[config.mk]
export PLATFORM = sky130hd
export DESIGN_NAME = multicycle_controller
export DESIGN_NICKNAME = d
export VERILOG_FILES = /design/src/rtl/mc_ctrl_pkg.sv /design/src/rtl/alu_decoder.sv /design/src/rtl/multicycle_controller.sv
export SDC_FILE = /design/constraint.sdc
export NUM_CORES = 1
export LEC_CHECK = 0
export CAP_MARGIN = 0
export CORE_AREA = 3 3 46 48
export DETAILED_ROUTE_END_ITERATION = 10
export DIE_AREA = 0 0 49 51
export GPL_TIMING_DRIVEN = 0
export PLACE_DENSITY = 0.83
export SETUP_SLACK_MARGIN = 0.3
export SKIP_LAST_GASP = 1
export SLEW_MARGIN = 20
export SYNTH_ARGS = -nofsm -noshare
export SYNTH_HDL_FRONTEND = slang
export SYNTH_SLANG_ARGS = --single-unit
[constraint.sdc]
create_clock -name i_Clk -period 1.6 [get_ports i_Clk]
set_input_delay 0.16 -clock i_Clk [delete_from_list [all_inputs] [get_ports i_Clk]]
set_output_delay 0.16 -clock i_Clk [all_outputs]
set_load 0.01 [all_outputs]
[src/rtl/mc_ctrl_pkg.sv]
// Shared types and encodings for the multi-cycle RV32I controller.
// The HALT state exists only when MC_ILLEGAL_TRAP_EN is defined.
package mc_ctrl_pkg;

    typedef enum logic [3:0] {
        S_FETCH,
        S_DECODE,
        S_MEMADR,
        S_MEMREAD,
        S_MEMWB,
        S_MEMWRITE,
        S_EXECUTER,
        S_EXECUTEI,
        S_ALUWB,
        S_BEQ,
        S_JAL
`ifdef MC_ILLEGAL_TRAP_EN
        , S_HALT
`endif
    } state_t;

    localparam logic [6:0] OP_LOAD   = 7'b0000011;
    localparam logic [6:0] OP_STORE  = 7'b0100011;
    localparam logic [6:0] OP_RTYPE  = 7'b0110011;
    localparam logic [6:0] OP_ITYPE  = 7'b0010011;
    localparam logic [6:0] OP_BRANCH = 7'b1100011;
    localparam logic [6:0] OP_JAL    = 7'b1101111;

    localparam logic [1:0] ALUOP_ADD   = 2'b00;
    localparam logic [1:0] ALUOP_SUB   = 2'b01;
    localparam logic [1:0] ALUOP_FUNCT = 2'b10;

    localparam logic [1:0] SRCA_PC    = 2'b00;
    localparam logic [1:0] SRCA_OLDPC = 2'b01;
    localparam logic [1:0] SRCA_RS1   = 2'b10;

    localparam logic [1:0] SRCB_RS2  = 2'b00;
    localparam logic [1:0] SRCB_IMM  = 2'b01;
    localparam logic [1:0] SRCB_FOUR = 2'b10;

    localparam logic [1:0] RES_ALUOUT = 2'b00;
    localparam logic [1:0] RES_DATA   = 2'b01;
    localparam logic [1:0] RES_ALU    = 2'b10;

    localparam logic [1:0] IMM_I = 2'b00;
    localparam logic [1:0] IMM_S = 2'b01;
    localparam logic [1:0] IMM_B = 2'b10;
    localparam logic [1:0] IMM_J = 2'b11;

    localparam logic [2:0] ALU_ADD = 3'b000;
    localparam logic [2:0] ALU_SUB = 3'b001;
    localparam logic [2:0] ALU_AND = 3'b010;
    localparam logic [2:0] ALU_OR  = 3'b011;
    localparam logic [2:0] ALU_SLT = 3'b101;

    localparam logic [2:0] F3_ADDSUB = 3'b000;
    localparam logic [2:0] F3_SLT    = 3'b010;
    localparam logic [2:0] F3_OR     = 3'b110;
    localparam logic [2:0] F3_AND    = 3'b111;

    // Immediate format depends only on the opcode, independent of FSM state.
    function automatic logic [1:0] imm_src_of(input logic [6:0] opcode);
        case (opcode)
            OP_STORE:  return IMM_S;
            OP_BRANCH: return IMM_B;
            OP_JAL:    return IMM_J;
            default:   return IMM_I;
        endcase
    endfunction

endpackage

[src/rtl/alu_decoder.sv]
// alu_decoder: maps the FSM's ALUOp and the instruction funct fields to the ALU operation.
module alu_decoder
    import mc_ctrl_pkg::*;
(
    input  logic [1:0] i_ALUOp,
    input  logic [2:0] i_funct3,
    input  logic       i_OpCode5,
    input  logic       i_funct7_5,
    output logic [2:0] o_ALUControl
);

    // NOTE: every output of a combinational block gets a default first, so no path infers a latch.
    always_comb begin
        o_ALUControl = ALU_ADD;
        case (i_ALUOp)
            ALUOP_SUB: o_ALUControl = ALU_SUB;
            ALUOP_FUNCT: begin
                case (i_funct3)
                    // funct7[5] selects sub only for R-type; for addi it is immediate bits
                    F3_ADDSUB: o_ALUControl = (i_OpCode5 & i_funct7_5) ? ALU_SUB : ALU_ADD;
                    F3_SLT:    o_ALUControl = ALU_SLT;
                    F3_OR:     o_ALUControl = ALU_OR;
                    F3_AND:    o_ALUControl = ALU_AND;
                    default:   o_ALUControl = ALU_ADD;
                endcase
            end
            default: o_ALUControl = ALU_ADD;
        endcase
    end

endmodule

[src/rtl/multicycle_controller.sv]
// Multi-cycle RV32I control FSM (lw, sw, R/I ALU, beq, jal) with memory-ready stalls.
// Define MC_ILLEGAL_TRAP_EN to trap illegal opcodes in a HALT state; otherwise they run as NOPs.
module multicycle_controller
    import mc_ctrl_pkg::*;
(
    input  logic       i_Clk,
    input  logic       i_Reset,
    input  logic [6:0] i_OpCode,
    input  logic [2:0] i_funct3,
    input  logic       i_funct7_5,
    input  logic       i_Zero,
    input  logic       i_MemReady,
    output logic       o_PCWrite,
    output logic       o_IRWrite,
    output logic       o_MemWrite,
    output logic       o_RegWrite,
    output logic       o_AdrSrc,
    output logic [1:0] o_ALUSrcA,
    output logic [1:0] o_ALUSrcB,
    output logic [1:0] o_ResultSrc,
    output logic [1:0] o_ImmSrc,
    output logic [2:0] o_ALUControl,
    output logic       o_InstrDone,
    output logic       o_Illegal
);

    state_t     r_state;
    state_t     w_state;
    state_t     w_next_state;
    logic [1:0] w_alu_op;
    logic       w_branch;
    logic       w_pc_update;
    logic       w_irwrite;
    logic       w_memwrite;
    logic       w_regwrite;
    logic       w_done;
`ifdef MC_ILLEGAL_TRAP_EN
    logic       w_illegal;
`endif

    // NOTE: state registers use non-blocking assignments so every flop samples pre-edge values.
    always_ff @(posedge i_Clk) begin
        if (i_Reset) begin
            r_state <= S_FETCH;
        end else begin
            r_state <= w_next_state;
        end
    end

    // While in reset the selects show FETCH values; enables are gated separately below.
    assign w_state = i_Reset ? S_FETCH : r_state;

    always_comb begin
        w_next_state = w_state;
        o_AdrSrc     = 1'b0;
        o_ALUSrcA    = SRCA_PC;
        o_ALUSrcB    = SRCB_RS2;
        o_ResultSrc  = RES_ALUOUT;
        w_alu_op     = ALUOP_ADD;
        w_branch     = 1'b0;
        w_pc_update  = 1'b0;
        w_irwrite    = 1'b0;
        w_memwrite   = 1'b0;
        w_regwrite   = 1'b0;
        w_done       = 1'b0;
`ifdef MC_ILLEGAL_TRAP_EN
        w_illegal    = 1'b0;
`endif
        case (w_state)
            S_FETCH: begin
                o_ALUSrcB   = SRCB_FOUR;
                o_ResultSrc = RES_ALU;
                if (i_MemReady) begin
                    w_irwrite    = 1'b1;
                    w_pc_update  = 1'b1;
                    w_next_state = S_DECODE;
                end
            end
            S_DECODE: begin
                o_ALUSrcA = SRCA_OLDPC;
                o_ALUSrcB = SRCB_IMM;
                case (i_OpCode)
                    OP_LOAD, OP_STORE: w_next_state = S_MEMADR;
                    OP_RTYPE:          w_next_state = S_EXECUTER;
                    OP_ITYPE:          w_next_state = S_EXECUTEI;
                    OP_BRANCH:         w_next_state = S_BEQ;
                    OP_JAL:            w_next_state = S_JAL;
                    default: begin
`ifdef MC_ILLEGAL_TRAP_EN
                        w_next_state = S_HALT;
`else
                        w_next_state = S_FETCH;
                        w_done       = 1'b1;
`endif
                    end
                endcase
            end
            S_MEMADR: begin
                o_ALUSrcA    = SRCA_RS1;
                o_ALUSrcB    = SRCB_IMM;
                w_next_state = (i_OpCode == OP_STORE) ? S_MEMWRITE : S_MEMREAD;
            end
            S_MEMREAD: begin
                o_AdrSrc = 1'b1;
                if (i_MemReady) begin
                    w_next_state = S_MEMWB;
                end
            end
            S_MEMWB: begin
                o_ResultSrc  = RES_DATA;
                w_regwrite   = 1'b1;
                w_done       = 1'b1;
                w_next_state = S_FETCH;
            end
            S_MEMWRITE: begin
                o_AdrSrc   = 1'b1;
                w_memwrite = 1'b1;
                if (i_MemReady) begin
                    w_done       = 1'b1;
                    w_next_state = S_FETCH;
                end
            end
            S_EXECUTER: begin
                o_ALUSrcA    = SRCA_RS1;
                w_alu_op     = ALUOP_FUNCT;
                w_next_state = S_ALUWB;
            end
            S_EXECUTEI: begin
                o_ALUSrcA    = SRCA_RS1;
                o_ALUSrcB    = SRCB_IMM;
                w_alu_op     = ALUOP_FUNCT;
                w_next_state = S_ALUWB;
            end
            S_ALUWB: begin
                w_regwrite   = 1'b1;
                w_done       = 1'b1;
                w_next_state = S_FETCH;
            end
            S_BEQ: begin
                o_ALUSrcA    = SRCA_RS1;
                w_alu_op     = ALUOP_SUB;
                w_branch     = 1'b1;
                w_done       = 1'b1;
                w_next_state = S_FETCH;
            end
            S_JAL: begin
                // PC takes the DECODE-computed target while the ALU forms PC+4 for rd
                o_ALUSrcA    = SRCA_OLDPC;
                o_ALUSrcB    = SRCB_FOUR;
                w_pc_update  = 1'b1;
                w_next_state = S_ALUWB;
            end
`ifdef MC_ILLEGAL_TRAP_EN
            S_HALT: begin
                w_illegal    = 1'b1;
                w_next_state = S_HALT;
            end
`endif
            default: w_next_state = S_FETCH;
        endcase
    end

    alu_decoder u_alu_decoder (
        .i_ALUOp      (w_alu_op),
        .i_funct3     (i_funct3),
        .i_OpCode5    (i_OpCode[5]),
        .i_funct7_5   (i_funct7_5),
        .o_ALUControl (o_ALUControl)
    );

    assign o_ImmSrc    = imm_src_of(i_OpCode);
    assign o_PCWrite   = ~i_Reset & (w_pc_update | (w_branch & i_Zero));
    assign o_IRWrite   = ~i_Reset & w_irwrite;
    assign o_MemWrite  = ~i_Reset & w_memwrite;
    assign o_RegWrite  = ~i_Reset & w_regwrite;
    assign o_InstrDone = ~i_Reset & w_done;
`ifdef MC_ILLEGAL_TRAP_EN
    assign o_Illegal   = ~i_Reset & w_illegal;
`else
    assign o_Illegal   = 1'b0;
`endif

endmodule
# Word level (Yosys, flattened, before mapping)
# Index checks and enable logic that the tools add are counted.
dict set report totals {
  register_bits 4
  input_bits 15
  word_cells 68
}
dict set report classes {
  n_eq_ne 21
  muxes 24
  n_bitwise 9
  n_reduce_logical 13
}
# operator count
set op_table {}
lappend op_table {{$pmux W4 S6} 1}
lappend op_table {{$pmux W4 S5} 1}
lappend op_table {{$eq A4 B3 Y1 const B} 4}
lappend op_table {{$mux W4} 4}
lappend op_table {{$pmux W2 S2} 4}
lappend op_table {{$eq A7 B6 Y1 const B} 2}
lappend op_table {{$eq A7 B7 Y1 const B} 2}
lappend op_table {{$eq A4 B4 Y1 const B} 3}
lappend op_table {{$pmux W3 S4} 1}
lappend op_table {{$reduce_or A2 Y1} 6}
lappend op_table {{$reduce_or A3 Y1} 3}
lappend op_table {{$eq A4 B2 Y1 const B} 2}
lappend op_table {{$mux W1} 8}
lappend op_table {{$and A1 B1 Y1} 7}
lappend op_table {{$eq A7 B2 Y1 const B} 1}
lappend op_table {{$eq A7 B5 Y1 const B} 1}
lappend op_table {{$eq A3 B3 Y1 const B} 2}
lappend op_table {{$pmux W2 S3} 1}
lappend op_table {{$pmux W3 S2} 1}
lappend op_table {{$reduce_or A6 Y1} 1}
lappend op_table {{$eq A4 B1 Y1 const B} 1}
lappend op_table {{$logic_not A4 Y1} 1}
lappend op_table {{$reduce_or A4 Y1} 1}
lappend op_table {{$eq A3 B2 Y1 const B} 1}
lappend op_table {{8 further kinds} 8}

# Logic depth before layout (Yosys ltp)
dict set report depth {
  ltp_word 6
  mapped_depth 7
  mapped_depth_nobuf 6
}

# Cells and area by module
# Synthesis repeated with hierarchy kept, for this count alone.
dict set report hier_totals {
  cells_unflattened 105
  hier_area_um2 744.5
}
# module n_inst cells_each area_each_um2 seq_area_each_um2
set modules_own_cells {}
lappend modules_own_cells {multicycle_controller 1 94 648.1 80.1}
lappend modules_own_cells {alu_decoder 1 11 96.3 0.0}

# Least setup slack after synthesis
# No wires, ideal clock.
dict set report synth_timing {
  kind {flip-flop to output port}
  from {reg r_state[3]}
  to {out o_ALUControl[2]}
  t_arrival_ps 1457
  path_slack_ps -17
  stages_incl_launch_ff 5
  cell_sequence {dfxtp_1 > buf_2 > nand3_1 > ha_1 > nor4_1}
}
dict set report synth_via {
  elab_chain_cells 6
}
# element line_no
set synth_lines {}
lappend synth_lines {{start: declaration} multicycle_controller.sv:27} ;# state_t r_state;
lappend synth_lines {{start signal: assignment} multicycle_controller.sv:46} ;# r_state <= w_next_state;
lappend synth_lines {{$mux W4 (*)} multicycle_controller.sv:51} ;# assign w_state = i_Reset ? S_FETCH : r_state;
lappend synth_lines {{$eq A4 B3 Y1} multicycle_controller.sv:69} ;# case (w_state)
lappend synth_lines {{$reduce_or A2 Y1 (no source line)} -}
lappend synth_lines {{$pmux W2 S2 (*)} multicycle_controller.sv:69}
lappend synth_lines {{$eq A2 B2 Y1 or $eq A2 B1 Y1 (tied branches)} alu_decoder.sv:15} ;# case (i_ALUOp)
lappend synth_lines {{$pmux W3 S2 (*)} alu_decoder.sv:15}
lappend synth_lines {{end: declaration} multicycle_controller.sv:22} ;# output logic [2:0] o_ALUControl,
# Every way passes the cells marked *; elsewhere a longest branch is shown, timed or not.

# Worst setup path after layout
dict set report layout_timing {
  from {reg r_state[1]}
  to {out o_ALUControl[2]}
}
# The elaborated chain is that of the path after synthesis.

==> results_dict.tcl <==
set metrics [dict create \
    reg2reg_depth 6 \
    synth_cell_type_count 42 \
    largest_register_ffs 4 \
    synth-simple-area-share_pct 45.80 \
    synth_compound_area_share_pct 24.82 \
    cts.sinks 4 \
    clk_pin_slew_ns 0.05 \
    synth_seq_area_share_pct 11.68 \
    powerDensity_nw_per_um2 305.5 \
    wl_per_cell_um 16.38 \
    io_pins 33 \
    fin_crit_sh_pct 106.6 \
    grt_pass1_vias 936 \
    leakagePower_uw 0.0005967 \
    fin_area_um2 1365 \
    synthToLayoutAreaGrowth_pct 99.09 \
    grt_pass1_wl_um 4298 \
    drive_above_1_share_pct 58.23 \
    cp.arrival_ns 1.55 \
    placedInstanceArea_um2 1106 \
    overflow 0 \
    ys_ff_latch 4 \
    vias 1044 \
    setup_slack_ns -0.1060 \
    timing.hold.ws_ns 0.3212 \
    n_antenna_cell 0 \
    dr.first_iter.drc_count 24 \
    synthFlopType "dfxtp_1" \
    place_congestion 0.8568 \
    clock_skew_ns 0.008831 \
    timing.fmax_ghz 0.5862 \
    insertion_delay_ns 0.25 \
    synth_top_family_by_area "simple AND/OR/NAND/NOR gates" \
    crit_fanout 5 \
    syn-instance-count 101 \
    dp_slack_ns -0.9734 \
    yosys-top-cells-area "dfxtp_1, nor2_1, a21oi_1, nand3_1, nand2_1" \
    std_cell_rows 15 \
    yosys_warnings 0 \
    violations "setup timing" \
    cp.required_ns 1.44 \
    hold_viol 0 \
    wl_um 2997 \
    synth-edff-count 0 \
    setup-tns-final_ns -0.3219 \
    cts-hold-fix-buffers 0 \
    maxCapViolCount 0 \
    r2r_slack_ns 0.16 \
    port_buffers 31 \
    finalMaxSlewViolations 0 \
    grt_max_degree 11 \
    synth_mux_area_share_pct 1.460 \
    synth_top_area_share_pct 11.68 \
    fp.dieH_um 51 \
    max-vdd-ir-drop_mv 0.4052 \
    dp_hpwl_um 1587 \
    start_util_pct 39.28 \
    setup_viol 6 \
    first_pass_iters 4 \
    synth_adder_area_share_pct 3.650 \
    die-area_um2 2499 \
    detail-route-antenna-nets 0 \
    async_reset_ff_share_pct 0 \
    synth_area_um2 685.7 \
    hp-class "input port to register" \
    syn_area_per_cell_um2 6.789 \
    track_usage_pct 22.45 \
    crit_type "register to output pin" \
    regMostFlops "r_state" \
    cts_tree "yes" \
    top_regs "r_state (4)" \
    htree_levels 1 \
    core_region_area_um2 1745 \
    cts-root-buf "clkbuf_4" \
    hold_path_depth 3 \
    via_per_inst 5.705 \
    grt_antenna_before_repair 0 \
    endpoint_kind "output pin" \
    clk_path_buf_depth 2 \
    synth_top_area_cell "dfxtp_1" \
    fin_crit_ns 1.706 \
    syn-num-nets 118 \
    status "finished with violations" \
    nNetsFinal 176 \
    fin_util_pct 78.21 \
    synth_xor_area_share_pct 3.832 \
    rsz0062_at_grt "true" \
    drcViolationCount 0 \
    cp-start-kind "register" \
    numCtsBuffers 3 \
    fp.dieW_um 49 \
]
-- metrics by stage --
| stage | std cells | power, µW |
|---|---|---|
| 6_report | 183 | 417.0 |
| 2_1_floorplan | 101 | 170.5 |
| 5_1_grt | 183 | 438.1 |
| 4_1_cts | 174 | 396.5 |
| 3_3_place_gp | 157 | 240.2 |
| 3_5_place_dp | 157 | 242.9 |
-- area by class of cell --
cell class	instances	area [µm²]
tap	25	31.28
sequential	4	92.59
timing repair buffer	53	404.1
inverter	6	22.52
buffer	6	56.30
clock buffer	4	26.28
multi-input combinational	85	732.0
fill	115	380.4
-- cells by family after synthesis --
family,after synthesis
AND/OR/NAND/NOR,53
AO/OA/AOI/OAI,25
buffers and inverters,12
flip-flops,4
XOR/XNOR,3
adder cells (fa/ha/maj),2
other,1
multiplexers,1
-- final timing paths --
kind	endpoint	start
hold reg to reg	r_state[3]$_SDFF_PP0_	r_state[3]$_SDFF_PP0_
setup / recovery	o_ALUControl[2]	r_state[1]$_SDFF_PP0_
hold / removal	r_state[2]$_SDFF_PP0_	i_OpCode[4]
setup reg to reg	r_state[2]$_SDFF_PP0_	r_state[0]$_SDFF_PP0_
-- metal layers --
metal | track usage, % | share of wire, % | up-vias
met5 | 0 | 0 | -
met3 | 4.082 | 5.4 | 20
li1 | - | - | 480
met4 | 12.80 | 7.0 | 0
met1 | 24.56 | 40 | 491
met2 | 40.72 | 48 | 53
-- placed cells by master, fill, tap and decap left out, drive strengths merged, types with 2 or more instances in the layout --
cell,netlist,routed
a211oi,2,2
a21o,3,3
a21oi,7,7
a31oi,3,3
and3,3,3
buf,6,46
clkbuf,0,7
clkdlybuf4s50,0,5
dfxtp,4,4
dlygate4sd2,0,5
ha,2,2
inv,6,6
nand2,7,7
nand2b,4,4
nand3,6,6
nor2,12,12
nor2b,4,4
nor3,5,5
nor3b,5,5
nor4,2,2
o21ai,3,3
o21bai,2,2
xnor2,2,2
-- worst max-delay path, cell delays in order (launching register included) --
cell	delay, ns
dfxtp_4	0.39
buf_6	0.11
and3_4	0.18
ha_4	0.14
nand2_4	0.06
nor4_4	0.25
buf_2	0.17
-- power by group --
part           internal [µW]  leakage, µW  switching (µW)
logic                   85.9     0.000547            83.3
clock network           94.3    0.0000150            52.4
registers               98.0    0.0000352            3.02
-- cells in the mapped netlist, types with 2 or more instances --
| master | instances |
|---|---|
| a21oi_1 | 7 |
| inv_1 | 4 |
| a31oi_1 | 3 |
| nor2b_1 | 2 |
| nand3_1 | 6 |
| ha_1 | 2 |
| nand2_1 | 7 |
| o21bai_1 | 2 |
| nand2b_1 | 4 |
| buf_2 | 3 |
| inv_2 | 2 |
| o21ai_0 | 3 |
| dfxtp_1 | 4 |
| buf_4 | 2 |
| a21o_1 | 3 |
| nor3b_1 | 3 |
| and3_1 | 2 |
| nor3_1 | 5 |
| nor2_1 | 11 |
| xnor2_1 | 2 |
| nor3b_2 | 2 |
| nor4_1 | 2 |
-- what timing repair did --
item	in CTS	in global routing
gates resized for setup	99	26
setup buffers	13	9
pin swaps	13	12
endpoints found under the setup margin	17	20
No activity file was read; power rests on OpenSTA's default activity.
